--- config.mk ---
export PLATFORM = sky130hd
export DESIGN_NAME = output_port_scheduler_flat
export DESIGN_NICKNAME = d
export VERILOG_FILES = /design/src/rtl/output_port_scheduler_if.sv /design/src/rtl/output_port_scheduler.sv /design/src/flat_wrapper.sv
export SDC_FILE = /design/constraint.sdc
export NUM_CORES = 1
export LEC_CHECK = 0
export ABC_AREA = 0
export CAP_MARGIN = 20
export CORE_ASPECT_RATIO = 0.6
export CORE_UTILIZATION = 45
export CTS_CLUSTER_DIAMETER = 40
export DETAILED_ROUTE_END_ITERATION = 6
export PLACE_DENSITY = 0.86
export SYNTH_ARGS = -nofsm -noshare
export SYNTH_HDL_FRONTEND = slang
export SYNTH_SLANG_ARGS = --single-unit
--- constraint.sdc ---
create_clock -name clk -period 13.1 [get_ports clk]
set_input_delay 2.62 -clock clk [delete_from_list [all_inputs] [get_ports clk]]
set_output_delay 2.62 -clock clk [all_outputs]
set_load 0.05 [all_outputs]
--- src/rtl/output_port_scheduler_if.sv ---
// output_port_scheduler_if
//  Bundles the flit-level signals between one output port scheduler, the four
//  input interfaces that can target it, and its downstream link.
//
//  Signals:
//   req       input k holds a flit for this port (one bit per input)
//   vc        VC bit of each input's flit
//   in_data   flit of input k in bits [DATA_WIDTH*k +: DATA_WIDTH]
//   clr       one-cycle pulse telling input k its flit was accepted
//   so        send-out valid towards the downstream link
//   ro        downstream ready for the VC currently being drained
//   out_data  flit presented to the downstream link
//
//  Modports:
//   master    the surrounding router/link side (drives requests and ready)
//   slave     the scheduler itself
interface output_port_scheduler_if #(
   parameter int DATA_WIDTH = 64,
   parameter int NUM_REQ    = 4
);

   logic [NUM_REQ-1:0]            req;
   logic [NUM_REQ-1:0]            vc;
   logic [NUM_REQ*DATA_WIDTH-1:0] in_data;
   logic [NUM_REQ-1:0]            clr;
   logic                          so;
   logic                          ro;
   logic [DATA_WIDTH-1:0]         out_data;

   modport master (
      output req, vc, in_data, ro,
      input  clr, so, out_data
   );

   modport slave (
      input  req, vc, in_data, ro,
      output clr, so, out_data
   );

endinterface

--- src/rtl/output_port_scheduler.sv ---
// output_port_scheduler
//  Per-output-port controller of the 5-port mesh router. Round-robin arbitrates
//  among the four inputs that target this port and keeps a two-slot output
//  buffer, one slot per virtual channel. Each cycle the slot of VC[polarity] is
//  filled from the winning input (which gets a clear pulse back) while the slot
//  of VC[~polarity] is offered to the downstream link.
//
//  Ports:
//   clk       rising-edge clock
//   reset     synchronous, active-low reset
//   polarity  router-wide polarity, toggles every cycle (input only)
//   bus       flit request/accept and downstream handshake (slave modport)
//   full_o    full_o[v]: slot of VC v is occupied (status)
//   grant_o   {valid, index} of this cycle's grant (status)
module output_port_scheduler #(
   parameter int DATA_WIDTH = 64,
   parameter int NUM_REQ    = 4
) (
   input  logic                        clk,
   input  logic                        reset,
   input  logic                        polarity,
   output_port_scheduler_if.slave      bus,
   output logic [1:0]                  full_o,
   output logic [2:0]                  grant_o
);

   logic [1:0]            full;
   logic [DATA_WIDTH-1:0] slot [2];
   logic [1:0]            rr_ptr;
   logic [NUM_REQ-1:0]    clr_q;
   logic [NUM_REQ-1:0]    elig;
   logic                  grant_valid;
   logic [1:0]            winner;

   // An input may compete only when its flit belongs to the VC being filled
   // this cycle and that VC's slot is free. Holding reset low suppresses all
   // grants so the status output reads zero while the block is in reset.
   always_comb begin
      elig = '0;
      for (int k = 0; k < NUM_REQ; k++) begin
         elig[k] = reset & bus.req[k] & (bus.vc[k] == polarity) & ~full[polarity];
      end
   end

   // Round-robin scan starting at rr_ptr. The 2-bit index wraps naturally,
   // so rr_ptr + i walks rr_ptr, rr_ptr+1, ... modulo 4.
   always_comb begin
      grant_valid = 1'b0;
      winner      = 2'd0;
      for (int i = 0; i < NUM_REQ; i++) begin
         if (!grant_valid && elig[rr_ptr + 2'(i)]) begin
            grant_valid = 1'b1;
            winner      = rr_ptr + 2'(i);
         end
      end
   end

   // Fill and drain always touch opposite slots within a cycle, so both can
   // update in the same edge without conflict. The pointer moves past the
   // winner only when something was granted; one pointer serves both VCs.
   always_ff @(posedge clk) begin
      if (!reset) begin
         full    <= 2'b00;
         slot[0] <= '0;
         slot[1] <= '0;
         rr_ptr  <= 2'd0;
         clr_q   <= '0;
      end else begin
         clr_q <= '0;
         if (grant_valid) begin
            slot[polarity] <= bus.in_data[winner*DATA_WIDTH +: DATA_WIDTH];
            full[polarity] <= 1'b1;
            rr_ptr         <= winner + 2'd1;
            clr_q          <= NUM_REQ'(1) << winner;
         end
         if (full[~polarity] && bus.ro) begin
            full[~polarity] <= 1'b0;
         end
      end
   end

   // Downstream valid and data come straight from registered state selected by
   // polarity; ro never feeds back combinationally into so.
   assign bus.clr      = clr_q;
   assign bus.so       = full[~polarity];
   assign bus.out_data = slot[~polarity];
   assign full_o       = full;
   assign grant_o      = {grant_valid, winner};

endmodule

--- src/flat_wrapper.sv ---
// flat-port wrapper written by rule: the top's interface ports become plain ports
module output_port_scheduler_flat 
#(
   parameter int DATA_WIDTH = 64,
   parameter int NUM_REQ    = 4
)
  (clk, reset, polarity, full_o, grant_o, bus_req, bus_vc, bus_in_data, bus_ro, bus_clr, bus_so, bus_out_data);
  output_port_scheduler_if #(.DATA_WIDTH(DATA_WIDTH), .NUM_REQ(NUM_REQ)) bus_i ();
  input  logic clk;
  input  logic reset;
  input  logic polarity;
  output logic [1:0] full_o;
  output logic [2:0] grant_o;
  input wire logic [$bits(bus_i.req)-1:0] bus_req;
  input wire logic [$bits(bus_i.vc)-1:0] bus_vc;
  input wire logic [$bits(bus_i.in_data)-1:0] bus_in_data;
  input wire logic [$bits(bus_i.ro)-1:0] bus_ro;
  output wire logic [$bits(bus_i.clr)-1:0] bus_clr;
  output wire logic [$bits(bus_i.so)-1:0] bus_so;
  output wire logic [$bits(bus_i.out_data)-1:0] bus_out_data;
  assign bus_i.req = bus_req;
  assign bus_i.vc = bus_vc;
  assign bus_i.in_data = bus_in_data;
  assign bus_i.ro = bus_ro;
  assign bus_clr = bus_i.clr;
  assign bus_so = bus_i.so;
  assign bus_out_data = bus_i.out_data;
  output_port_scheduler #(.DATA_WIDTH(DATA_WIDTH), .NUM_REQ(NUM_REQ)) u_core (.clk(clk), .reset(reset), .polarity(polarity), .bus(bus_i), .full_o(full_o), .grant_o(grant_o));
endmodule
-- Yosys cells after proc, flatten, opt, wreduce, memory -nomap -nowiden
Memories as Yosys holds them, arrays and structs flattened.
Index checks and enable logic that the tools add are counted.
- bits in registers: 8
- RAM bits: 128
- input bits: 268
- logic and storage cells: 84
- memories: 1
- memory list (memory ; depth ; width ; read ports ; clocked after memory_dff ; write ports ; RTL line ; RTL):
    u_core.slot ; 2 ; 64 ; 1 ; 0 ; 2 ; output_port_scheduler.sv:28 ; logic [DATA_WIDTH-1:0] slot [2];
- add/subtract/negate cells: 4
- $lt $le $gt $ge: 8
- equal/unequal tests: 4
- shift operators: 2
- mux-type cells: 34
- bitwise logic cells: 17
- reduce and logical (&&, ||, !) cells: 11
- operator list (operator ; count):
    $shiftx A256 B9 Y64 ; 1
    $mux W64 ; 1
    $reduce_or A64 Y1 ; 1
    $mux W1 ; 20
    $mux W2 ; 7
    $and A1 B1 Y1 ; 12
    $lt A2 B3 Y1 const B ; 4
    $bmux W1 S2 ; 4
    $logic_and A1 B1 Y1 ; 6
    $add A2 B1 Y2 const B ; 2
    $add A2 B2 Y2 const B ; 2
    $eq A1 B1 Y1 ; 4
    $lt A1 B2 Y1 const B ; 2
    $shl A1 B2 Y4 const A ; 1
    $logic_not A1 Y1 ; 3
    $and A2 B2 Y2 ; 1
    $demux W1 S1 ; 2
    $ge A1 B1 Y1 const B ; 2
    $not A1 Y1 ; 2
    $not A2 Y2 ; 1
    $or A2 B2 Y2 ; 1
    $reduce_and A2 Y1 ; 1

-- Depth between registers and ports, before layout
Gate-level depths: netlist of the first run.
- depth in word-level cells: 21
- gate-level depth with buffers: 10
- mapped depth without buffers: 6

-- Worst setup path before layout of the first run
OpenSTA, ideal clock, no wires.
- path kind: input to register
- start: input port bus_vc[0]
- end: memory u_core.slot[0][0], enable pin
- setup time: 0.574 ns
- arrival: 7.963 ns
- slack: 4.563 ns
- stages: 5
- buffers on the path: 0
- path through: or3_1 a21o_1 nand4_1 inv_1 o21ai_0
- RTL lines (what ; RTL line ; RTL):
    start, declared ; flat_wrapper.sv:15 ; input wire logic [$bits(bus_i.vc)-1:0] bus_vc;
    end, declared ; output_port_scheduler.sv:28 ;

-- Worst setup path after layout of the first run
- start: input port polarity
- end: output port grant_o[1]
- word-level cells in the longest chain between the ends: 16
- elaborated cells between the ends (all ways): 36
- classes of those cells: eq/ne (4); mux (17); bitwise (9); reduce/logical (6)
- ends and longest elaborated chain (what ; RTL line ; RTL):
    start, declared ; flat_wrapper.sv:11 ; input logic polarity;
    $mux W1 (implied by the code) (2 in series) ; output_port_scheduler.sv:41 ; elig[k] = reset & bus.req[k] & (bus.vc[k] == polarity) & ~full[polarity];
    $not A1 Y1 ; output_port_scheduler.sv:41 ;
    $and A1 B1 Y1 ; output_port_scheduler.sv:41 ;
    $bmux W1 S2 ; output_port_scheduler.sv:51 ; if (!grant_valid && elig[rr_ptr + 2'(i)]) begin
    $mux W1 (implied by the code) ; output_port_scheduler.sv:51 ;
    $mux W1 ; output_port_scheduler.sv:51 ;
    $logic_not A1 Y1 ; output_port_scheduler.sv:51 ;
    $logic_and A1 B1 Y1 ; output_port_scheduler.sv:51 ;
    $mux W1 ; output_port_scheduler.sv:51 ;
    $logic_not A1 Y1 ; output_port_scheduler.sv:51 ;
    $logic_and A1 B1 Y1 ; output_port_scheduler.sv:51 ;
    $mux W1 ; output_port_scheduler.sv:51 ;
    $logic_not A1 Y1 ; output_port_scheduler.sv:51 ;
    $logic_and A1 B1 Y1 ; output_port_scheduler.sv:51 ;
    $mux W2 * ; output_port_scheduler.sv:51 ;
    end, declared ; flat_wrapper.sv:13 ; output logic [2:0] grant_o;
Mark *: on every way between the ends. The rest lies on a longest branch, timed or not. The select of a mux whose other input is x is not followed.

==> results of run 1 <==
==> layer usage <==
metal / global-route usage [%] / part of all wire, % / vias to the layer above
met5: 0 / 0 / -
met4: 9.44 / 1.8 / 0
met3: 5.35 / 7.3 / 37
met2: 46.7 / 52 / 327
met1: 29.6 / 39 / 3063
li1: - / - / 2923
==> registers in the layout, indices dropped and copies added (netlist names) <==
signal	flops
u_core.slot	128
u_core.full_o	2
u_core.bus.clr	4
u_core.rr_ptr	2
==> how the worst max path moves through the flow <==
stage / from / end / slack (ps) / cells after the start
after detailed placement: polarity / grant_o[1] / 4790 / 7
final: polarity / grant_o[1] / 4790 / 7
after global routing: polarity / grant_o[1] / 4620 / 7
after global placement: polarity / grant_o[1] / 5000 / 7
after floorplan: bus_vc[0] / u_core.slot[0][0] / 4560 / 5
after CTS: polarity / grant_o[1] / 4790 / 7
==> synthesized netlist by cell type (3+ instances only) <==
master	count
and2_1	3
o22ai_1	129
and3b_1	3
mux2i_1	128
dfxtp_1	8
buf_1	7
buf_4	8
inv_1	6
nand2_1	6
nor3_1	3
clkbuf_1	13
nor2_1	3
mux2_2	65
buf_6	8
edfxtp_1	128
o211ai_1	3
buf_2	16
==> logic make-up (layout without fill, tap and decap cells) <==
| kind of cell | after synthesis | after routing |
|---|---|---|
| compound gates | 145 | 145 |
| xor+xnor | 1 | 1 |
| buf+inv | 58 | 386 |
| flops | 136 | 136 |
| mux | 193 | 193 |
| simple gates | 29 | 29 |
==> critical path: stages <==
cell	delay [ps]
buf_4	760
nor3_1	140
o211ai_1	380
a21boi_0	430
o221ai_4	340
inv_1	180
clkdlybuf4s50_1	810
==> report_power, final <==
group | leakage [nW] | internal [W] | switching (W) | total (W)
Clock | 0.278 | 0.000281 | 0.000186 | 0.000467
Combinational | 3.14 | 0.000185 | 0.000230 | 0.000415
Sequential | 1.41 | 0.000529 | 0.0000127 | 0.000542
==> area by class of cell <==
type	instances	area (um^2)	share of cell area, %
clock buffers	17	425	3.70
clock inverters	14	150	1.31
inverters	6	22.5	0.196
multi-input cells	368	3160	27.5
flip-flops and latches	136	4000	34.8
well taps	203	254	2.21
repair buffers	349	3480	30.3
==> through the flow <==
step	util (%)	std cells	power (W)	setup slack, ps	hold WS, ps
after floorplan	-	562	0.000792	4560	549
after global placement	69.1	1061	0.000950	5000	539
after detailed placement	69.1	1061	0.000964	4790	571
after CTS	72.8	1092	0.00143	4790	580
after global routing	72.9	1093	0.00147	4620	632
final	72.9	1093	0.00142	4790	576
==> impl_metrics.env, run 1 <==
export IMPL_status="completed"
export IMPL_max_vdd_ir_drop_mv=0.101
export IMPL_critPathKind="input port to primary output"
export IMPL_ys_types=35
export IMPL_row_count=35
export IMPL_ff2ff_path_depth=7
export IMPL_r2r_start="u_core.full_o[0]"
export IMPL_ios=342
export IMPL_hp_start="u_core.full_o[1]"
export IMPL_cts_setup_buffers=0
export IMPL_worstSetupStartpointType="input port"
export IMPL_die_width_um=168
export IMPL_postLayoutCellArea_mm2=0.0115
export IMPL_synthFlopType="edfxtp_1"
export IMPL_setup_viol=0
export IMPL_grt_overflow_total=0
export IMPL_drive_gt1_share_pct=12.5
export IMPL_rrSetupSlack_ps=9470
export IMPL_synthToLayoutAreaGrowth_pct=54.3
export IMPL_required_ps=10480
export IMPL_end_kind="primary output"
export IMPL_grt_pass1_wl_mm=33.3
export IMPL_initial_core_util_pct=47.2
export IMPL_yosysTopAreaCell="edfxtp_1"
export IMPL_ctsHtreeMaxLevel=4
export IMPL_finalHoldViolCount=0
export IMPL_dpl_hpwl_mm=15.6
export IMPL_synth_edff_count=128
export IMPL_grt_max_degree=81
export IMPL_ys_warn_count=0
export IMPL_r2r_end="u_core.slot[1][39]"
export IMPL_holdBufCountCts=0
export IMPL_wirelength_mm=22.2
export IMPL_numPortBuffers=341
export IMPL_tightest_slew_ps=1050
export IMPL_first_pass_iters=5
export IMPL_cts_max_path_buffers=2
export IMPL_cts_resized=0
export IMPL_fin_worst_skew_ps=13.4
export IMPL_dpl_cell_area_mm2=0.0109
export IMPL_antenna_found_initial=0
export IMPL_synth_simple_gate_area_share_pct=2.18
export IMPL_cts_root_buffer_cell="clkbuf_16"
export IMPL_place_congestion=0.874
export IMPL_cellLeakagePower_nw=4.83
export IMPL_synth_async_reset_ratio_pct=0
export IMPL_grt_pass1_vias=6444
export IMPL_insertion_delay_ps=400
export IMPL_synth_cells=562
export IMPL_hp_class="register to register"
export IMPL_clk_pin_slew_worst_paths_ps=60
export IMPL_yosys_mux_area_fraction_pct=27.0
export IMPL_design_die_area_mm2=0.0171
export IMPL_setup_tns_final_ps=0
export IMPL_maxSlewHeadroom_pct=29.9
export IMPL_final_cell_mix="clkdlybuf4s50_1 (340), o22ai_1 (129), mux2i_1 (128), edfxtp_1 (128), mux2_2 (65)"
export IMPL_cts_buffers=17
export IMPL_finalMaxSlewViolations=0
export IMPL_path_max_fanout=80
export IMPL_drc=0
export IMPL_vias_per_cell=5.81
export IMPL_power_density_mw_per_mm2=124
export IMPL_cts_tree="done"
export IMPL_avgSynthCellArea_um2=13.2
export IMPL_drt_initial_drc_count=537
export IMPL_nFillCells=1070
export IMPL_synth_area_mm2=0.00744
export IMPL_synth_top_cell_area_share_pct=51.6
export IMPL_arrival_ps=5690
export IMPL_synth_fp_nets=830
export IMPL_finalCriticalPeriod_ps=8310
export IMPL_holdPathEnd="u_core.full_o[1]"
export IMPL_routedWlPerCell_um=20.3
export IMPL_core_mm2=0.0158
export IMPL_grt_usage_pct=25.3
export IMPL_whs_path_depth=2
export IMPL_nets=1146
export IMPL_synth_seq_cells=136
export IMPL_clock_sinks=136
export IMPL_synth_seq_area_share_pct=53.8
export IMPL_diodes=0
export IMPL_synth_top_family_by_area="multiplexers"
export IMPL_layout_commonest_cell="clkdlybuf4s50_1"
export IMPL_fin_crit_sh_pct=63.4
export IMPL_synth_area_leaders="edfxtp_1 (52%), mux2i_1 (17%), o22ai_1 (11%)"
export IMPL_die_h_um=102
export IMPL_via_count=6350
export IMPL_ant_nets=0
export IMPL_rsz0062_at_grt="false"
export IMPL_timing_max_cap_violations=0
export IMPL_synth_xor_area_share_pct=0.118
export IMPL_max_freq_mhz=120
export IMPL_synth_compound_area_share_pct=12.5
export IMPL_synthAdderAreaFrac_pct=0
No activity file was read; power rests on OpenSTA's default activity.
==> run 2, diff against run 1 <==
- CORE_UTILIZATION: 45 -> 42
- PLACE_DENSITY: 0.86 -> 0.81
- clock period: 13.1 -> 8.1 ns (I/O delays scaled with it)
==> impl_metrics.env, run 2 (synthesis results as in run 1) <==
export IMPL_ant_nets=0
export IMPL_whs_path_depth=2
export IMPL_fin_worst_skew_ps=12.4
export IMPL_path_max_fanout=80
export IMPL_vias_per_cell=5.41
export IMPL_cts_buffers=17
export IMPL_cp_slowest_stage_delay_ps=810
export IMPL_wirelength_mm=21.4
export IMPL_timing_max_cap_violations=0
export IMPL_nets=1146
export IMPL_holdPathEnd="u_core.full_o[1]"
export IMPL_drc=0
export IMPL_tightest_slew_ps=1040
export IMPL_first_pass_iters=5
export IMPL_finalHoldViolCount=0
export IMPL_required_ps=6480
export IMPL_grt_pass1_vias=6219
export IMPL_initial_core_util_pct=43.2
export IMPL_crit_chain="buf_4, nor3_1, o211ai_1, a21boi_0, o221ai_4, inv_1, clkdlybuf4s50_1"
export IMPL_place_inst=1093
export IMPL_regMostFlops="u_core.slot"
export IMPL_holdWs_ps=591
export IMPL_grt_overflow_total=0
export IMPL_clk_pin_slew_worst_paths_ps=60
export IMPL_synthToLayoutAreaGrowth_pct=54.9
export IMPL_die_width_um=174
export IMPL_die_h_um=105
export IMPL_r2r_end="u_core.slot[1][15]"
export IMPL_cts_root_buffer_cell="clkbuf_16"
export IMPL_hp_class="register to register"
export IMPL_grt_pass1_wl_mm=32.8
export IMPL_final_cell_mix="clkdlybuf4s50_1 (340), o22ai_1 (129), mux2i_1 (128), edfxtp_1 (128), mux2_2 (65)"
export IMPL_arrival_ps=4580
export IMPL_antenna_found_initial=0
export IMPL_via_count=6090
export IMPL_maxSlewHeadroom_pct=30.7
export IMPL_finalMaxSlewViolations=0
export IMPL_power_density_mw_per_mm2=201
export IMPL_drt_initial_drc_count=408
export IMPL_holdBufCountCts=0
export IMPL_design_die_area_mm2=0.0183
export IMPL_fin_crit_sh_pct=76.6
export IMPL_ios=342
export IMPL_largest_reg_flops=128
export IMPL_cts_resized=0
export IMPL_finalCriticalPeriod_ps=6200
export IMPL_postLayoutCellArea_mm2=0.0115
export IMPL_area_sequential_mm2=0.00400
export IMPL_max_vdd_ir_drop_mv=0.138
export IMPL_drive_gt1_share_pct=12.6
export IMPL_cts_tree="done"
export IMPL_grt_usage_pct=23.2
export IMPL_dpl_cell_area_mm2=0.0109
export IMPL_setup_tns_final_ps=0
export IMPL_fin_cells=1125
export IMPL_core_mm2=0.0172
export IMPL_numPortBuffers=341
export IMPL_r2r_start="u_core.full_o[0]"
export IMPL_ff2ff_path_depth=7
export IMPL_critPathKind="input port to primary output"
export IMPL_p_total_w=0.00231
export IMPL_insertion_delay_ps=410
export IMPL_dpl_hpwl_mm=14.7
export IMPL_layout_commonest_cell="clkdlybuf4s50_1"
export IMPL_end_kind="primary output"
export IMPL_rsz0062_at_grt="false"
export IMPL_cts_max_path_buffers=2
export IMPL_grt_max_degree=81
export IMPL_cts_setup_buffers=0
export IMPL_hp_start="u_core.full_o[1]"
export IMPL_diodes=0
export IMPL_rrSetupSlack_ps=4540
export IMPL_cellLeakagePower_nw=4.83
export IMPL_row_count=37
export IMPL_routedWlPerCell_um=19.0
export IMPL_ctsHtreeMaxLevel=4
export IMPL_nFillCells=1326
export IMPL_status="completed"
export IMPL_multiInputGateArea_mm2=0.00315
export IMPL_max_freq_mhz=161
export IMPL_place_congestion=0.841
export IMPL_setup_viol=0
export IMPL_clock_sinks=136
export IMPL_critPathSlowestCell="clkdlybuf4s50_1"
export IMPL_worstSetupStartpointType="input port"
run 2: per-stage QoR:
step                utilization [%]  setup slack [ps]
global route                   67.0              1600
floorplan                         -               563
CTS                            67.0              1890
global placement               63.5              1920
finish                         67.0              1900
detailed placement             63.5              1890
run 2: worst max path at each step:
| stage | end | slack, ps | depth (start not counted) | start |
|---|---|---|---|---|
| floorplan | u_core.slot[0][0] | 560 | 5 | bus_vc[0] |
| global placement | grant_o[1] | 1920 | 7 | polarity |
| detailed placement | grant_o[1] | 1890 | 7 | polarity |
| CTS | grant_o[1] | 1890 | 7 | polarity |
| global route | grant_o[1] | 1600 | 7 | polarity |
| finish | grant_o[1] | 1900 | 7 | polarity |
run 2: metal layers:
| metal | share of wire (%) | global-route usage [%] | wire [um] | up-vias |
|---|---|---|---|---|
| met4 | 1.3 | 6.77 | 284 | 0 |
| met3 | 6.1 | 4.95 | 1310 | 18 |
| met1 | 42 | 28.0 | 8940 | 2910 |
| li1 | - | - | - | 2923 |
| met5 | 0 | 0 | 0 | - |
| met2 | 51 | 41.5 | 10900 | 239 |
run 2: critical path: cells and delay by family:
| kind | cells | cell delay [ps] |
|---|---|---|
| and+or+nand+nor | 1 | 130 |
| buffers and inverters | 3 | 1750 |
| AOI/OAI and AO/OA | 3 | 1050 |
run 2: power by group:
group	internal [W]	leakage (nW)	total, W	switching (W)
sequential	0.000855	1.41	0.000875	0.0000196
combinational	0.000298	3.13	0.000665	0.000367
clock	0.000462	0.281	0.000773	0.000311
run 2: area by class of cell:
class / instances / area share [%]
clock inverters: 14 / 1.42
repair buffers: 349 / 30.1
clock buffers: 18 / 3.72
multi-input cells: 368 / 27.3
flip-flops and latches: 136 / 34.7
well taps: 234 / 2.54
inverters: 6 / 0.195
